### src/rtl/mt_seed_loader.sv
// mt_seed_loader
//   Expands one 32-bit seed into the full N-word Mersenne Twister start state
//   with the init_genrand recurrence and streams the words, in index order,
//   into the twister's state-load port. One word per cycle when load_ready
//   stays high; load_ready=0 stalls the stream without losing or repeating a
//   word.
//
// Ports
//   clk         system clock
//   rst         synchronous reset, active-high
//   start       begin seeding (sampled only while idle)
//   seed        seed word, captured on an accepted start
//   load_ready  downstream accepts the presented word this cycle
//   load_value  value/word_idx hold a valid state word
//   value       state word mt[word_idx]
//   word_idx    index of the word on value
//   busy        seeding in progress
//   done        one-cycle pulse after the last word transfers
module mt_seed_loader #(
  parameter int          W     = 32,
  parameter int          N     = 624,
  parameter logic [31:0] F     = 32'd1812433253,
  localparam int         IDX_W = $clog2(N)
) (
  input  logic             clk,
  input  logic             rst,
  input  logic             start,
  input  logic [W-1:0]     seed,
  input  logic             load_ready,
  output logic             load_value,
  output logic [W-1:0]     value,
  output logic [IDX_W-1:0] word_idx,
  output logic             busy,
  output logic             done
);

  typedef enum logic {IDLE = 1'b0, SEND = 1'b1} state_t;

  state_t           state;
  state_t           state_nxt;
  logic [W-1:0]     cur;
  logic [W-1:0]     cur_nxt;
  logic             xfer;
  logic             last;

  // mt[i] = F * (mt[i-1] ^ (mt[i-1] >> 30)) + i, all modulo 2^W.
  // idx is the index of the current word, so the added term is idx+1.
  function automatic logic [W-1:0] next_word(input logic [W-1:0]     c,
                                             input logic [IDX_W-1:0] idx);
    logic [W-1:0] mix;
    mix = c ^ (c >> 30);
    return (F[W-1:0] * mix) + W'(idx) + W'(1);
  endfunction

  assign xfer    = (state == SEND) && load_ready;
  assign last    = (word_idx == IDX_W'(N - 1));
  assign cur_nxt = next_word(cur, word_idx);
  assign value   = cur;

  // State register
  always_ff @(posedge clk) begin
    if (rst) begin
      state <= IDLE;
    end else begin
      state <= state_nxt;
    end
  end

  // Next-state logic
  always_comb begin
    state_nxt = state;
    case (state)
      IDLE:    if (start)        state_nxt = SEND;
      SEND:    if (xfer && last) state_nxt = IDLE;
      default:                   state_nxt = IDLE;
    endcase
  end

  // Output decode
  always_comb begin
    load_value = 1'b0;
    busy       = 1'b0;
    if (state == SEND) begin
      load_value = 1'b1;
      busy       = 1'b1;
    end
  end

  // Word register and index. The presented word is cleared after the final
  // transfer so an idle loader always shows value=0, word_idx=0.
  always_ff @(posedge clk) begin
    if (rst) begin
      cur      <= '0;
      word_idx <= '0;
      done     <= 1'b0;
    end else begin
      done <= xfer && last;
      if (state == IDLE) begin
        if (start) begin
          cur      <= seed;
          word_idx <= '0;
        end
      end else if (xfer) begin
        if (last) begin
          cur      <= '0;
          word_idx <= '0;
        end else begin
          cur      <= cur_nxt;
          word_idx <= word_idx + IDX_W'(1);
        end
      end
    end
  end

endmodule

### config.mk
export PLATFORM = sky130hd
export DESIGN_NAME = mt_seed_loader
export DESIGN_NICKNAME = d
export VERILOG_FILES = /design/src/rtl/mt_seed_loader.sv
export SDC_FILE = /design/constraint.sdc
export NUM_CORES = 1
export LEC_CHECK = 0
export CORE_MARGIN = 2
export CORE_UTILIZATION = 60
export DETAILED_ROUTE_END_ITERATION = 16
export GPL_ROUTABILITY_DRIVEN = 0
export PLACE_DENSITY = 0.9
export RECOVER_POWER = 25
export SKIP_CTS_REPAIR_TIMING = 1
export SYNTH_ARGS = -nofsm -noshare
export SYNTH_HDL_FRONTEND = slang
export SYNTH_SLANG_ARGS = --single-unit
### constraint.sdc
create_clock -name clk -period 19.16 [get_ports clk]
set_clock_uncertainty 0.2 [all_clocks]
set_input_delay 3.832 -clock clk [delete_from_list [all_inputs] [get_ports clk]]
set_output_delay 3.832 -clock clk [all_outputs]
set_load 0.02 [all_outputs]
# Yosys cells after proc, flatten, opt, wreduce, memory -nomap -nowiden
# Cells that the tools add are included.
# classes
add_sub_neg	3
mul	1
n_div	0
n_lt_le_gt_ge	0
eq_ne	2
shift	0
mux	12
bitwise_logic	2
reduce_logical	4
# op_table
cell	count
32-bit two-way mux	4
10-bit two-way mux	4
32-bit by 1-bit adder with 32-bit output (second input constant)	1
32-bit by 10-bit adder with 32-bit output	1
31-bit by 32-bit multiplier with 32-bit output (first input constant)	1
32-bit by 2-bit bitwise XOR with 32-bit output	1
10-bit by 1-bit adder with 10-bit output (second input constant)	1
10-bit == test (second input constant)	1
1-bit two-way mux	3
1-bit logical AND	2
2-bit by 1-bit != test with 1-bit output (second input constant)	1
1-bit one-hot mux with 2 select lines	1
2-bit AND reduction	1
2-bit nonzero test	1
1-bit NOT	1
# word_totals
register_bits	44
latch_bits	0
ram_bits	0
rom_bits	0
inputBits	36
output_inout_bits	45
elab_cells	28
mem_count	0

# Depth between registers and ports, before layout
# logic_depth
depth_word	7
mapped_depth	25
ltp_nobuf	24

# Worst setup path after synthesis
# No wires, ideal clock.
# synth_path
kind	reg-to-reg
startpoint	register cur[31], in the netlist value[31]
endpoint	register cur[31], in the netlist value[31]
setup_time_ps	134
t_arrival_ps	6366
required_time_ps	18826
path_slack_ps	12461
path_stages_with_launch	26
n_path_buf	1
period_less_slack_ps	6699
path_cell_list	dfxtp_1 > xor2_1 > xor2_1 > ha_1 > or2_2 > ha_1 > inv_1 > fa_1 > inv_1 > ha_1 > fa_1 > fa_1 > fa_1 > inv_1 > fa_1 > inv_1 > ha_1 > clkbuf_1 > a21o_1 > a21o_1 > a221o_1 > a22o_1 > a211oi_1 > o31ai_1 > xnor2_1 > o22ai_1
# synth_between
elab_chain_cells	7
# synth_lines
item	line_no	text
start: declaration	41	logic [W-1:0] cur;
start signal: assignment	108	cur <= cur_nxt;
32-bit by 2-bit bitwise XOR with 32-bit output	51	mix = c ^ (c >> 30);
31-bit by 32-bit multiplier with 32-bit output	52	return (F[W-1:0] * mix) + W'(idx) + W'(1);
32-bit by 10-bit adder with 32-bit output	52	
32-bit by 1-bit adder with 32-bit output	52	
32-bit two-way mux	104	if (last) begin
32-bit two-way mux	103	end else if (xfer) begin
32-bit two-way mux	98	if (state == IDLE) begin
# No other way between the ends. The select of a mux whose other input is x is not followed.
# A chain may end at the register's enable or synchronous reset.

# Worst setup path after layout
# layout_path
startpoint	register cur[30], in the netlist value[30]
endpoint	register cur[31], in the netlist value[31]
# Same word-level chain as after synthesis.

==> summary.md <==
| Metric | Value |
|---|---|
| Status | `completed` |
| Tightest Pin Transition | `between 0.9 and 1 ns` |
| CP Capture Type | `flop` |
| Ys async rst share | `0%` |
| Antenna Violating Nets Remaining | `0` |
| Syn. warnings | `0` |
| CP Launch Type | `flop` |
| DR pass1 iterations | `5` |
| Vias | `approximately 8400` |
| Total global routing overflow | `0` |
| Final #Nets | `about 1600` |
| Total Routing Usage GR | `32.0%` |
| Largest net degree at the start of global routing | `35` |
| R2r startpoint | `value[30]$_SDFFE_PP0P_` |
| Cell variety after synth | `61` |
| CTS sink count | `44` |
| Max-slew headroom | `about 36%` |
| Root Driver | `clkbuf_16` |
| TritonCTS buffer count | `5` |
| Post-Syn Nets | `roughly 1500` |
| Starting Density | `just over 60%` |
| DR DRC count | `0` |
| Clock-pin slew of the registers on the worst-case setup and hold paths | `about 0.070 ns` |
| Crit-path slowest cell | `xor2_1` |
| Clk Latency, worst-skew pair | `between 0.2 and 0.3 ns` |
| Final period utilization | `40.0%` |
| Seq/Total Area, Yosys | `8.47%` |
| Most common cell after layout, fill and taps aside | `inv_1` |
| Via density per instance | `approximately 6` |
| Maximum clock path buffer count | `2` |
| Worst Path Buf+Inv | `4` |
| Routed len/inst | `between 20 and 25 µm` |
| Slowest stage delay, CP | `0.72 ns` |
| RSZ-0062 raised after global routing | `no` |
| CTS tree | `yes` |
| Area growth, synth to finish | `11.9%` |
| Critical Path AT | `between 7 and 8 ns` |
| Die area | `between 0.015 and 0.02 mm²` |
| H-tree depth | `2` |
| Max-slew violation count | `0` |
| Inserted Diodes | `0` |
| Die Wd | `between 100 and 150 µm` |
| Max-cap violation count | `0` |
| Setup_tns | `0 ns` |
| Fraction of layout cells with a size suffix above 1 | `2.04%` |
| Core ar. | `roughly 0.017 mm²` |
| Setup CP Type | `reg -> reg` |
| Critical Path RT | `around 19 ns` |
| Crit-path max FO | `8` |
| CP delay by family, top | `adder cells` |
| CP dominant cell by count | `fa_1` |
| Hold Crit Class | `reg -> reg` |
| Post-synth EDFFs | `0` |
| Avg Cell Area, Syn | `~9.4 µm²` |
| Synthesized area | `0.0104 mm²` |
| F_max | `0.131 GHz` |
| Crit-path cells | `xor2_1 -> xor2_1 -> ha_1 -> or2_2 -> ha_1 -> inv_1 -> fa_1 -> inv_1 -> ha_1 -> fa_1 -> fa_1 -> fa_1 -> inv_1 -> fa_1 -> inv_1 -> ha_1 -> a21o_1 -> a21o_1 -> a221o_1 -> a22o_1 -> a211oi_1 -> o31ai_1 -> xnor2_1 -> o22ai_1` |
| DPL Wire Length | `about 23000 µm` |
| Rows | `48` |
| Hold Startpoint | `word_idx[6]$_SDFFE_PP0P_` |
| Initial DRC Count | `approximately 660` |
| Chip Height | `136 µm` |
| Tmin final | `roughly 7.7 ns` |
| Cells after Synth | `1100` |
| Top Ports | `a little over 80` |
| Highest-count cells in the layout ignoring fill and taps | `inv_1 (269), ha_1 (238), fa_1 (154), clkdlybuf4s50_1 (61), nor2_1 (50)` |
| Antenna violations before repair | `0` |
| # setup viols final | `0` |
| Aggregate routed wire length | `around 28000 µm` |
| FF+latch count, synth | `44` |
| CP Launch Point | `value[30]$_SDFFE_PP0P_` |
| I/O Buffers | `80` |
| First-pass GRT wire length | `between 40000 and 50000 µm` |
| Number of global-route vias before repair | `8903` |
| Prevailing post-synth register cell | `dfxtp_1` |
| Fin. Hold Viols | `0` |
==> cells by family (layout without fill, tap and decap cells) <==
| group | count (synthesis) | count (layout) | synth area share [%] |
|---|---|---|---|
| adders and majority gates | 392 | 392 | 58.3 |
| buffers and inverters | 292 | 367 | 10.6 |
| AOI/OAI and AO/OA | 154 | 154 | 9.73 |
| and+or+nand+nor | 151 | 151 | 7.07 |
| xor gates and xnor gates | 53 | 53 | 4.47 |
| DFF | 44 | 44 | 8.47 |
| muxes | 14 | 14 | 1.35 |
==> registers in the layout, summed over array words and instances (netlist names) <==
signal and cells:
done 1, word_idx 10, state 1, value 32
==> routing by layer <==
metal | vias up | part of all wire (%) | global-route usage, %
li1 | 3740 | - | -
met3 | 119 | 9.6 | 4.86
met1 | 4091 | 38 | 40.9
met5 | - | 0 | 0
met2 | 469 | 47 | 54.3
met4 | 0 | 5.0 | 13.3
==> worst register-to-register path, stage by stage (launching register included) <==
cell	delay, ns
dfxtp_1	0.46
xor2_1	0.72
xor2_1	0.45
ha_1	0.31
or2_2	0.29
ha_1	0.27
inv_1	0.05
fa_1	0.35
inv_1	0.07
ha_1	0.17
fa_1	0.46
fa_1	0.47
fa_1	0.52
inv_1	0.05
fa_1	0.47
inv_1	0.04
ha_1	0.37
a21o_1	0.21
a21o_1	0.18
a221o_1	0.32
a22o_1	0.24
a211oi_1	0.41
o31ai_1	0.15
xnor2_1	0.17
o22ai_1	0.09
==> metrics by stage <==
stage | util (%) | setup slack (ns) | instance area (µm²) | hold slack (ns) | cells
floorplan | - | 12.46 | 10400 | 0.371 | 1100
global placement | 66.9 | 11.85 | 11500 | 0.316 | 1392
detailed placement | 66.9 | 11.61 | 11500 | 0.322 | 1392
CTS | 67.9 | 11.59 | 11600 | 0.335 | 1400
global route | 67.9 | 11.23 | 11600 | 0.367 | 1400
finish | 67.9 | 11.50 | 11600 | 0.330 | 1400
==> worst paths after layout <==
check | endpoint | slack [ns] | cells past startpoint
setup / recovery | value[31]$_SDFFE_PP0P_ | 11.50 | 24
hold / removal | word_idx[6]$_SDFFE_PP0P_ | 0.33 | 2
setup reg to reg | value[31]$_SDFFE_PP0P_ | 11.50 | 24
hold reg to reg | word_idx[6]$_SDFFE_PP0P_ | 0.33 | 2
==> layout make-up <==
class / instances / area [µm²]
clock inverters: 3 / 42.5
inverters: 269 / 1010
fillers: 1251 / 5490
multi-input cells: 764 / 8410
flip-flops and latches: 44 / 881
well taps: 225 / 282
repair buffers: 90 / 876
clock buffers: 5 / 125
==> cell usage after synthesis (2+ instances only) <==
cell      number  area, µm²
inv_1        269       1010
ha_1         238       2980
fa_1         154       3080
nor2_1        50        188
dfxtp_1       44        881
o21ai_0       44        220
xnor2_1       40        350
nand2_1       32        120
a21oi_1       29        145
a211oi_1      19        143
clkbuf_1      18       67.6
nand3_1       15       75.1
mux2i_1       14        140
xor2_1        13        114
nor3_1        12       60.1
a21o_1        11       82.6
and3_1         8       50.1
nand2b_1       7       43.8
o22ai_1        6       37.5
a211o_1        5       43.8
nor3b_1        5       37.5
a222oi_1       4       40.0
a311oi_1       4       35.0
a31oi_1        4       25.0
o21a_1         4       30.0
a221o_1        3       30.0
and2_1         3       18.8
nand4_1        3       18.8
o32ai_1        3       26.3
a22o_1         2       17.5
buf_1          2       7.51
buf_2          2       10.0
nor2b_1        2       12.5
o22a_1         2       17.5
or3_1          2       12.5
or4_1          2       15.0
Power is not shown: default switching activity piles up to over one toggle a cycle in this logic, so the estimate is an artifact.
